==> config.mk <==
export PLATFORM = sky130hd
export DESIGN_NAME = seg_scan_controller
export DESIGN_NICKNAME = d
export VERILOG_FILES = /design/src/rtl/seg_pkg.sv /design/src/rtl/seg7_decode.sv /design/src/rtl/seg_scan_controller.sv
export SDC_FILE = /design/constraint.sdc
export NUM_CORES = 1
export LEC_CHECK = 0
export CORE_UTILIZATION = 40
export DETAILED_ROUTE_END_ITERATION = 10
export DONT_BUFFER_PORTS = 1
export GPL_TIMING_DRIVEN = 0
export PLACE_DENSITY_LB_ADDON = 0.3
export SLEW_MARGIN = 5
export SYNTH_ARGS = -nofsm -noshare
export SYNTH_HDL_FRONTEND = slang
export SYNTH_SLANG_ARGS = --single-unit
export TNS_END_PERCENT = 5
==> constraint.sdc <==
create_clock -name clk_i -period 4 [get_ports clk_i]
set_input_delay 0.8 -clock clk_i [delete_from_list [all_inputs] [get_ports clk_i]]
set_output_delay 0.8 -clock clk_i [all_outputs]
set_load 0.02 [all_outputs]
==> src/rtl/seg_pkg.sv <==
// Shared definitions for the multiplexed 7-segment scan controller:
// FSM state encoding, dark-output constants and the hex-to-segment table.
package seg_pkg;

    typedef enum logic [1:0] {
        StIdle  = 2'd0,
        StBlank = 2'd1,
        StDrive = 2'd2
    } state_e;

    // Segment bus and anodes are active low, so all-ones is dark.
    localparam logic [6:0] SEG_OFF   = 7'h7F;
    localparam logic       ANODE_OFF = 1'b1;

    // Active-low {g,f,e,d,c,b,a} pattern for one hex nibble.
    function automatic logic [6:0] hex_to_seg(input logic [3:0] nibble);
        logic [6:0] seg;
        unique case (nibble)
            4'h0: seg = 7'h40;
            4'h1: seg = 7'h79;
            4'h2: seg = 7'h24;
            4'h3: seg = 7'h30;
            4'h4: seg = 7'h19;
            4'h5: seg = 7'h12;
            4'h6: seg = 7'h02;
            4'h7: seg = 7'h78;
            4'h8: seg = 7'h00;
            4'h9: seg = 7'h10;
            4'hA: seg = 7'h08;
            4'hB: seg = 7'h03;
            4'hC: seg = 7'h46;
            4'hD: seg = 7'h21;
            4'hE: seg = 7'h06;
            4'hF: seg = 7'h0E;
        endcase
        return seg;
    endfunction

endpackage

==> src/rtl/seg7_decode.sv <==
// Combinational hex nibble to active-low 7-segment pattern.
module seg7_decode
    import seg_pkg::*;
(
    input  logic [3:0] nibble_i,
    output logic [6:0] seg_o
);

    // Pure table lookup shared with the package so there is one source of truth.
    always_comb begin
        seg_o = hex_to_seg(nibble_i);
    end

endmodule

==> src/rtl/seg_scan_controller.sv <==
// Time-shares one active-low 7-segment bus across NUM_DIGITS positions.
// Each frame works from a snapshot of the inputs taken at frame start; every
// digit gets a dark BLANK slot (anti-ghosting) followed by a DRIVE slot.
module seg_scan_controller
    import seg_pkg::*;
#(
    parameter int unsigned NUM_DIGITS   = 4,
    parameter int unsigned DWELL_CYCLES = 50000,
    parameter int unsigned BLANK_CYCLES = 500
) (
    input  logic                          clk_i,
    input  logic                          rst_i,
    input  logic                          enable_i,
    input  logic [4*NUM_DIGITS-1:0]       digits_i,
    input  logic [NUM_DIGITS-1:0]         blank_mask_i,
    input  logic                          lz_en_i,
    output logic [6:0]                    seg_out_o,
    output logic [NUM_DIGITS-1:0]         anode_o,
    output logic [$clog2(NUM_DIGITS)-1:0] digit_sel_o,
    output logic                          frame_done_o
);

    localparam int unsigned SelW   = $clog2(NUM_DIGITS);
    localparam int unsigned CntMax = (DWELL_CYCLES > BLANK_CYCLES) ? DWELL_CYCLES : BLANK_CYCLES;
    localparam int unsigned CntW   = $clog2(CntMax + 1);

    localparam logic [SelW-1:0] LastIdx   = SelW'(NUM_DIGITS - 1);
    localparam logic [CntW-1:0] DwellLast = CntW'(DWELL_CYCLES - 1);
    // Only meaningful when BLANK_CYCLES > 0; the BLANK state is unreachable otherwise.
    localparam logic [CntW-1:0] BlankLast = CntW'(BLANK_CYCLES - 1);
    // Slot that starts every digit: BLANK, or straight to DRIVE with no blanking.
    localparam state_e          SlotStart = (BLANK_CYCLES == 0) ? StDrive : StBlank;

    state_e                  state_q, state_d;
    logic [SelW-1:0]         idx_q, idx_d;
    logic [CntW-1:0]         cnt_q, cnt_d;
    logic [4*NUM_DIGITS-1:0] snap_dig_q, snap_dig_d;
    logic [NUM_DIGITS-1:0]   snap_mask_q, snap_mask_d;
    logic                    snap_lz_q, snap_lz_d;

    logic [6:0]              seg_q, seg_d;
    logic [NUM_DIGITS-1:0]   anode_q, anode_d;
    logic [SelW-1:0]         sel_q, sel_d;
    logic                    fd_q, fd_d;

    logic [3:0]              cur_nib;
    logic [6:0]              dec_seg;
    logic [NUM_DIGITS:0]     zero_from;
    logic                    dark;

    // State, counter, snapshot and registered outputs.
    always_ff @(posedge clk_i) begin
        if (rst_i) begin
            state_q     <= StIdle;
            idx_q       <= '0;
            cnt_q       <= '0;
            snap_dig_q  <= '0;
            snap_mask_q <= '0;
            snap_lz_q   <= 1'b0;
            seg_q       <= SEG_OFF;
            anode_q     <= {NUM_DIGITS{ANODE_OFF}};
            sel_q       <= '0;
            fd_q        <= 1'b0;
        end else begin
            state_q     <= state_d;
            idx_q       <= idx_d;
            cnt_q       <= cnt_d;
            snap_dig_q  <= snap_dig_d;
            snap_mask_q <= snap_mask_d;
            snap_lz_q   <= snap_lz_d;
            seg_q       <= seg_d;
            anode_q     <= anode_d;
            sel_q       <= sel_d;
            fd_q        <= fd_d;
        end
    end

    // Next-state: slot sequencing, digit index and frame-start snapshots.
    always_comb begin
        state_d     = state_q;
        idx_d       = idx_q;
        cnt_d       = cnt_q;
        snap_dig_d  = snap_dig_q;
        snap_mask_d = snap_mask_q;
        snap_lz_d   = snap_lz_q;
        if (!enable_i) begin
            state_d = StIdle;
            idx_d   = '0;
            cnt_d   = '0;
        end else begin
            unique case (state_q)
                StIdle: begin
                    state_d     = SlotStart;
                    idx_d       = '0;
                    cnt_d       = '0;
                    snap_dig_d  = digits_i;
                    snap_mask_d = blank_mask_i;
                    snap_lz_d   = lz_en_i;
                end
                StBlank: begin
                    if (cnt_q == BlankLast) begin
                        state_d = StDrive;
                        cnt_d   = '0;
                    end else begin
                        cnt_d = cnt_q + CntW'(1);
                    end
                end
                StDrive: begin
                    if (cnt_q == DwellLast) begin
                        state_d = SlotStart;
                        cnt_d   = '0;
                        if (idx_q == LastIdx) begin
                            idx_d       = '0;
                            snap_dig_d  = digits_i;
                            snap_mask_d = blank_mask_i;
                            snap_lz_d   = lz_en_i;
                        end else begin
                            idx_d = idx_q + SelW'(1);
                        end
                    end else begin
                        cnt_d = cnt_q + CntW'(1);
                    end
                end
                default: state_d = StIdle;
            endcase
        end
    end

    assign cur_nib = snap_dig_d[{idx_d, 2'b00} +: 4];

    seg7_decode u_decode (
        .nibble_i (cur_nib),
        .seg_o    (dec_seg)
    );

    // Outputs are computed from the next state so the flops present them in
    // the same cycle the state register reaches that state.
    always_comb begin
        zero_from[NUM_DIGITS] = 1'b1;
        for (int i = NUM_DIGITS - 1; i >= 0; i--) begin
            zero_from[i] = zero_from[i+1] && (snap_dig_d[4*i +: 4] == 4'h0);
        end
        // Digit 0 is exempt from leading-zero blanking so a zero value still shows.
        dark = snap_mask_d[idx_d] || (snap_lz_d && (idx_d != '0) && zero_from[idx_d]);

        seg_d   = SEG_OFF;
        anode_d = {NUM_DIGITS{ANODE_OFF}};
        sel_d   = idx_d;
        fd_d    = 1'b0;
        if (state_d == StDrive) begin
            if (!dark) begin
                seg_d          = dec_seg;
                anode_d[idx_d] = ~ANODE_OFF;
            end
            fd_d = (idx_d == LastIdx) && (cnt_d == DwellLast);
        end
    end

    assign seg_out_o    = seg_q;
    assign anode_o      = anode_q;
    assign digit_sel_o  = sel_q;
    assign frame_done_o = fd_q;

endmodule

## Word level (Yosys, flattened, before mapping)

Memory sizes are Yosys's and may differ from the RTL's. A register that Yosys moved wholly into a read port is not among the register bits.
Index checks and enable logic that the tools add are counted.

- Word-level logic and storage cells: 71
- Output and inout bits: 14
- ROM bits: 112
- Memories: 1
- Register bits: 46

Memory list:

| memory | words | bits a word | read ports | clocked after Yosys merged registers in | wr ports | RTL line | source |
|---|---|---|---|---|---|---|---|
| (no name shown) | 16 | 7 | 1 | 1 | 0 | seg_pkg.sv:18 | `unique case (nibble)` |

- Bitwise operators: 2
- Reduce and logical (&&, ||, !) cells: 16
- Eq/ne operators: 8
- Mux-type cells: 30
- Add/sub/neg operators: 2
- Order comparisons: 3
- Shifts and indexed selects: 1

Operator list:

| kind | number |
|---|---|
| $mux W16 | 6 |
| $pmux W16 S3 | 1 |
| $eq A16 B16 Y1 const B | 2 |
| $pmux W16 S2 | 1 |
| $add A16 B1 Y16 const B | 1 |
| $eq A16 B9 Y1 const B | 1 |
| $logic_not A4 Y1 | 4 |
| $shiftx A16 B5 Y4 | 1 |
| $mux W2 | 6 |
| $mux W4 | 3 |
| $eq A2 B2 Y1 const B | 4 |
| $pmux W4 S2 | 1 |
| $logic_and A1 B1 Y1 | 7 |
| $mux W1 | 6 |
| $pmux W2 S3 | 1 |
| $bmux W1 S2 | 2 |
| $lt A2 B4 Y1 const B | 1 |
| $not A4 Y4 | 1 |
| $pmux W2 S2 | 1 |
| $lt A2 B3 Y1 const B | 1 |
| $reduce_or A3 Y1 | 1 |
| $add A2 B1 Y2 const B | 1 |
| $demux W1 S2 | 1 |
| $eq A2 B1 Y1 const B | 1 |
| other kinds (7) | 7 |

## Depth between registers and ports, before layout

- Depth after elaboration: 14
- Gate-level depth with buffers: 15
- Depth with buffers taken out: 14

## Hierarchy

A second synthesis with hierarchy kept.

- Cell total of the unflattened synthesis: 360
- Area, all modules: 3072.9 µm²

By module, submodules not included:

| module | times used | area each (µm²) | seq. area each (µm²) | cells each |
|---|---|---|---|---|
| seg_scan_controller | 1 | 2797.7 | 1061.0 | 328 |
| seg7_decode | 1 | 275.3 | 0.0 | 32 |

## Worst setup path after synthesis

Ideal clock, no wire load.

- Kind: input-to-reg
- Start: input port enable_i
- End: register seg_q[0], in the netlist seg_out_o[0]
- Stages on the path: 14
- Data arrival time: 3303 ps
- Required time: 3878 ps
- Path slack: 575 ps
- Cells stage by stage: clkbuf_1 inv_1 nor2_1 a31oi_1 buf_6 buf_4 mux2i_1 mux2i_1 o21ai_1 inv_1 ha_1 or4_1 o31ai_1 o21ai_1

- Cells in the longest elaborated chain, start to end: 10

RTL lines:

| item | RTL line | source |
|---|---|---|
| from (decl) | seg_scan_controller.sv:13 | `input logic enable_i,` |
| $mux W16 | seg_scan_controller.sv:86 | `if (!enable_i) begin` |
| $logic_not A4 Y1 | seg_scan_controller.sv:141 | `zero_from[i] = zero_from[i+1] && (snap_dig_d[4*i +: 4] == 4'h0);` |
| $logic_and A1 B1 Y1 (3 in series) | seg_scan_controller.sv:141 |  |
| $bmux W1 S2 | seg_scan_controller.sv:144 | `dark = snap_mask_d[idx_d] \|\| (snap_lz_d && (idx_d != '0) && zero_from[idx_d]);` |
| $mux W1 (not written as such) | seg_scan_controller.sv:144 |  |
| $logic_and A1 B1 Y1 | seg_scan_controller.sv:144 |  |
| $logic_or A1 B1 Y1 | seg_scan_controller.sv:144 |  |
| $reduce_or A3 Y1 (no line) | n/a |  |
| to (decl) | seg_scan_controller.sv:41 | `logic [6:0] seg_q, seg_d;` |

Several ways; a longest one is shown, not always the timed one. The select of a mux whose other input is x is not followed.
A chain may end at the register's enable or synchronous reset.

## Worst setup path in the final report

- Start: register cnt_q[0]
- End: register seg_q[0], in the netlist seg_out_o[0]

- Cells in the longest elaborated chain, start to end: 13

RTL lines:

| item | RTL line | source |
|---|---|---|
| from (decl) | seg_scan_controller.sv:36 | `logic [CntW-1:0] cnt_q, cnt_d;` |
| from (signal assigned) | seg_scan_controller.sv:67 | `cnt_q <= cnt_d;` |
| $eq A16 B16 Y1 | seg_scan_controller.sv:109 | `if (cnt_q == DwellLast) begin` |
| $mux W16 | seg_scan_controller.sv:109 |  |
| $pmux W16 S2 | seg_scan_controller.sv:91 | `unique case (state_q)` |
| $mux W16 | seg_scan_controller.sv:86 |  |
| $logic_not A4 Y1 | seg_scan_controller.sv:141 |  |
| $logic_and A1 B1 Y1 (3 in series) | seg_scan_controller.sv:141 |  |
| $bmux W1 S2 | seg_scan_controller.sv:144 |  |
| $mux W1 (not written as such) | seg_scan_controller.sv:144 |  |
| $logic_and A1 B1 Y1 | seg_scan_controller.sv:144 |  |
| $logic_or A1 B1 Y1 | seg_scan_controller.sv:144 |  |
| $reduce_or A3 Y1 (no line) | n/a |  |

Several ways; a longest one is shown, not always the timed one. The select of a mux whose other input is x is not followed.

==> results.txt <==
largest family of logic cells by synthesized area: simple AND/OR/NAND/NOR gates
Setup crit start: cnt_q[0]$_SDFF_PP0_
Power Density: 348 nW/um^2
commonest non-fill, non-tap cell in the layout: nor2_1
mux contribution to synthesized area: 0.118
Seq/Total Area, Yosys: 0.389
Starting Density: 0.422
die area: 7150 um^2
die height: 84.6 um
Worst EP required: 4.19 ns
Worst R2R End: seg_out_o[0]$_SDFF_PP1_
DRT Pass-1 Iters: 6
type of origin of the critical path: register
number of setup buffers added after CTS: 0
pin count of the biggest net entering global routing: 17
met2 Use GR: 0.273
number of synthesized register bits: 53
Worst Reg-to-Reg Cells: 14
GRT overflow: 0
crit path DAT: 3.90 ns
syn avg cell area: 8.55 um^2
total nets after synthesis: 350
Via density: 5.44
pre-CTS setup slack: 0.104 ns
RSZ-0062 raised after global routing: false
final setup vio count: 0
row count: 29
global-route wire length before repair: 9900 um
gr busiest metal: met2
synthesized cell area: 2730 um^2
Clock Tree Buf Depth: 2
Placed Instances: 396
Syn-to-layout area delta: 7.75%
number of I/O pins: 38
share of cells above drive strength 1: 0.0765
Adder-Cell Fraction of Synth Area: 0.0358
Avg WL per Cell: 14.2 um
most frequent cells in the layout: nor2_1 (57), dfxtp_1 (53), nand2_1 (32)
XOR/XNOR Fraction of Synth Area: 0.0514
Post-synth EDFFs: 0
WL final: 5740 um
post-route cell area: 2940 um^2
DRC viols: 0
vias in the first global route: 2100
Hold Crit Class: register to register
GRT Resource Usage Total: 0.175
Power, Total: 0.00102 W
P_leak: 1.13 nW
initial antenna violation count: 0
Worst Tran Pin Value: 0.785 ns
Worst-path clk slew: 0.09 ns
Worst Skew: 0.0144 ns
crit path to: seg_out_o[0]$_SDFF_PP1_
Detail Route Antenna Nets: 0
IO Port Bufs: 0
WS Path Type: register to register
reg2reg setup slack: 0.29 ns
PnR worst setup slack: 0.291 ns
Final min period: 3.71 ns
final non-filler cell total: 404
RD Place Congestion: 0.896
nets@finish: 357
Area after DPL: 2820 um^2
Root Driver: clkbuf_8
core footprint: 6460 um^2
Max VDD drop: 0.185 mV
status: complete, no violations
HPWL Detailed: 4350 um
top_reg_cell synth: dfxtp_1
max-cap viol count: 0
Slew Limit Headroom: 0.473
Synth Area in Compound Gates: 0.115
Warnings, synthesis: 0
CTS tree: done
# clock sinks: 53
Post-Synth Simple-Gate Area: 0.260
DR iter-0 viols: 94
H-tree Lvls: 2
Post-synth ARST share: 0
Syn Inst Count: 319
Unique masters post-synth: 50
Crit. End Element: register
CP Max Fanout: 10
ant diodes: 0
Die X: 84.6 um
via count: 2199
total CTS buffers: 5
Period Utilization, post-route: 0.927
setup TNS: 0 ns
M1 GR Usage: 0.228
final hold vios: 0
Final Max Tran Viols: 0
Clock Latency Late Sink: 0.32 ns
Max Freq: 270 MHz
met3 GRT Util: 0.0452
reg2reg start: cnt_q[0]$_SDFF_PP0_
synthesized netlist by cell type (6+ instances only):
cell	n	area share
nand3_1	12	0.022
clkbuf_1	7	0.0096
dfxtp_1	53	0.39
xor2_1	11	0.035
a21oi_1	11	0.020
ha_1	7	0.032
mux2i_1	26	0.095
nand2_1	32	0.044
nor4_1	9	0.021
nor2_1	57	0.078
o21ai_1	7	0.013
o21ai_0	6	0.011
critical path, cell delays in order (launching register included):
cell	delay, ns
dfxtp_1	0.38
ha_1	0.30
and4b_1	0.23
and4bb_1	0.24
a31oi_1	0.20
buf_6	0.18
buf_4	0.22
mux2i_1	0.28
mux2i_1	0.14
o21ai_1	0.34
inv_1	0.14
ha_1	0.25
or4_1	0.52
o31ai_1	0.08
o21ai_1	0.10
cell type report:
| type | instances | area [um^2] |
|---|---|---|
| Clock inverter | 2 | 38.8 |
| Clock buffer | 6 | 72.6 |
| Fill cell | 651 | 3520 |
| Inverter | 5 | 18.8 |
| Sequential cell | 53 | 1060 |
| Tap cell | 77 | 96.3 |
| Buffer | 13 | 66.3 |
| Multi-Input combinational cell | 248 | 1590 |
report_power, final:
part           total, W  switching, W  internal [W]
clock network  0.000369      0.000181      0.000188
registers      0.000547    0.00000645      0.000541
logic          0.000106     0.0000623     0.0000439
total           0.00102      0.000249      0.000773
cell families (layout without fill, tap and decap cells):
logic type               Yosys count  in the layout
XOR/XNOR                          16             16
adder cells (fa/ha/maj)            8              8
AND/OR/NAND/NOR                  147            147
buffers and inverters             18             26
flip-flops                        53             53
AO/OA/AOI/OAI                     46             46
multiplexers                      31             31
what timing repair did:
item / in CTS / in global routing
endpoints found under the setup margin: 0 / 1
resized for setup: 0 / 1
hold buffers: 0 / 0
registers in the layout (all words and copies together), names as in the netlist:
register      count
cnt_q            16
snap_dig_q       16
seg_out_o         7
anode_o           4
snap_mask_q       4
digit_sel_o       2
state_q           2
frame_done_o      1
snap_lz_q         1
metrics by stage:
stage,hold WS (ns),utilization
after detailed placement,0.490,0.437
after floorplan,0.453,-
final,0.507,0.455
after global placement,0.474,0.437
after CTS,0.512,0.454
after global routing,0.528,0.455
layer usage:
layer / vias up / share of wire
met2: 36 / 0.44
met4: 0 / 0.024
li1: 1143 / -
met3: 12 / 0.044
met5: - / 0
met1: 1008 / 0.49
how the worst min path moves through the flow:
stage / startpoint / end / slack (ns) / cells after the start
after floorplan: snap_dig_q[3]$_SDFF_PP0_ / snap_dig_q[3]$_SDFF_PP0_ / 0.45 / 2
after global placement: snap_mask_q[3]$_SDFF_PP0_ / snap_mask_q[3]$_SDFF_PP0_ / 0.47 / 2
after detailed placement: snap_dig_q[3]$_SDFF_PP0_ / snap_dig_q[3]$_SDFF_PP0_ / 0.49 / 2
after CTS: snap_mask_q[2]$_SDFF_PP0_ / snap_mask_q[2]$_SDFF_PP0_ / 0.51 / 2
after global routing: snap_mask_q[0]$_SDFF_PP0_ / snap_mask_q[0]$_SDFF_PP0_ / 0.53 / 2
final: snap_mask_q[2]$_SDFF_PP0_ / snap_mask_q[2]$_SDFF_PP0_ / 0.51 / 2
No activity file was read; power rests on OpenSTA's default activity.
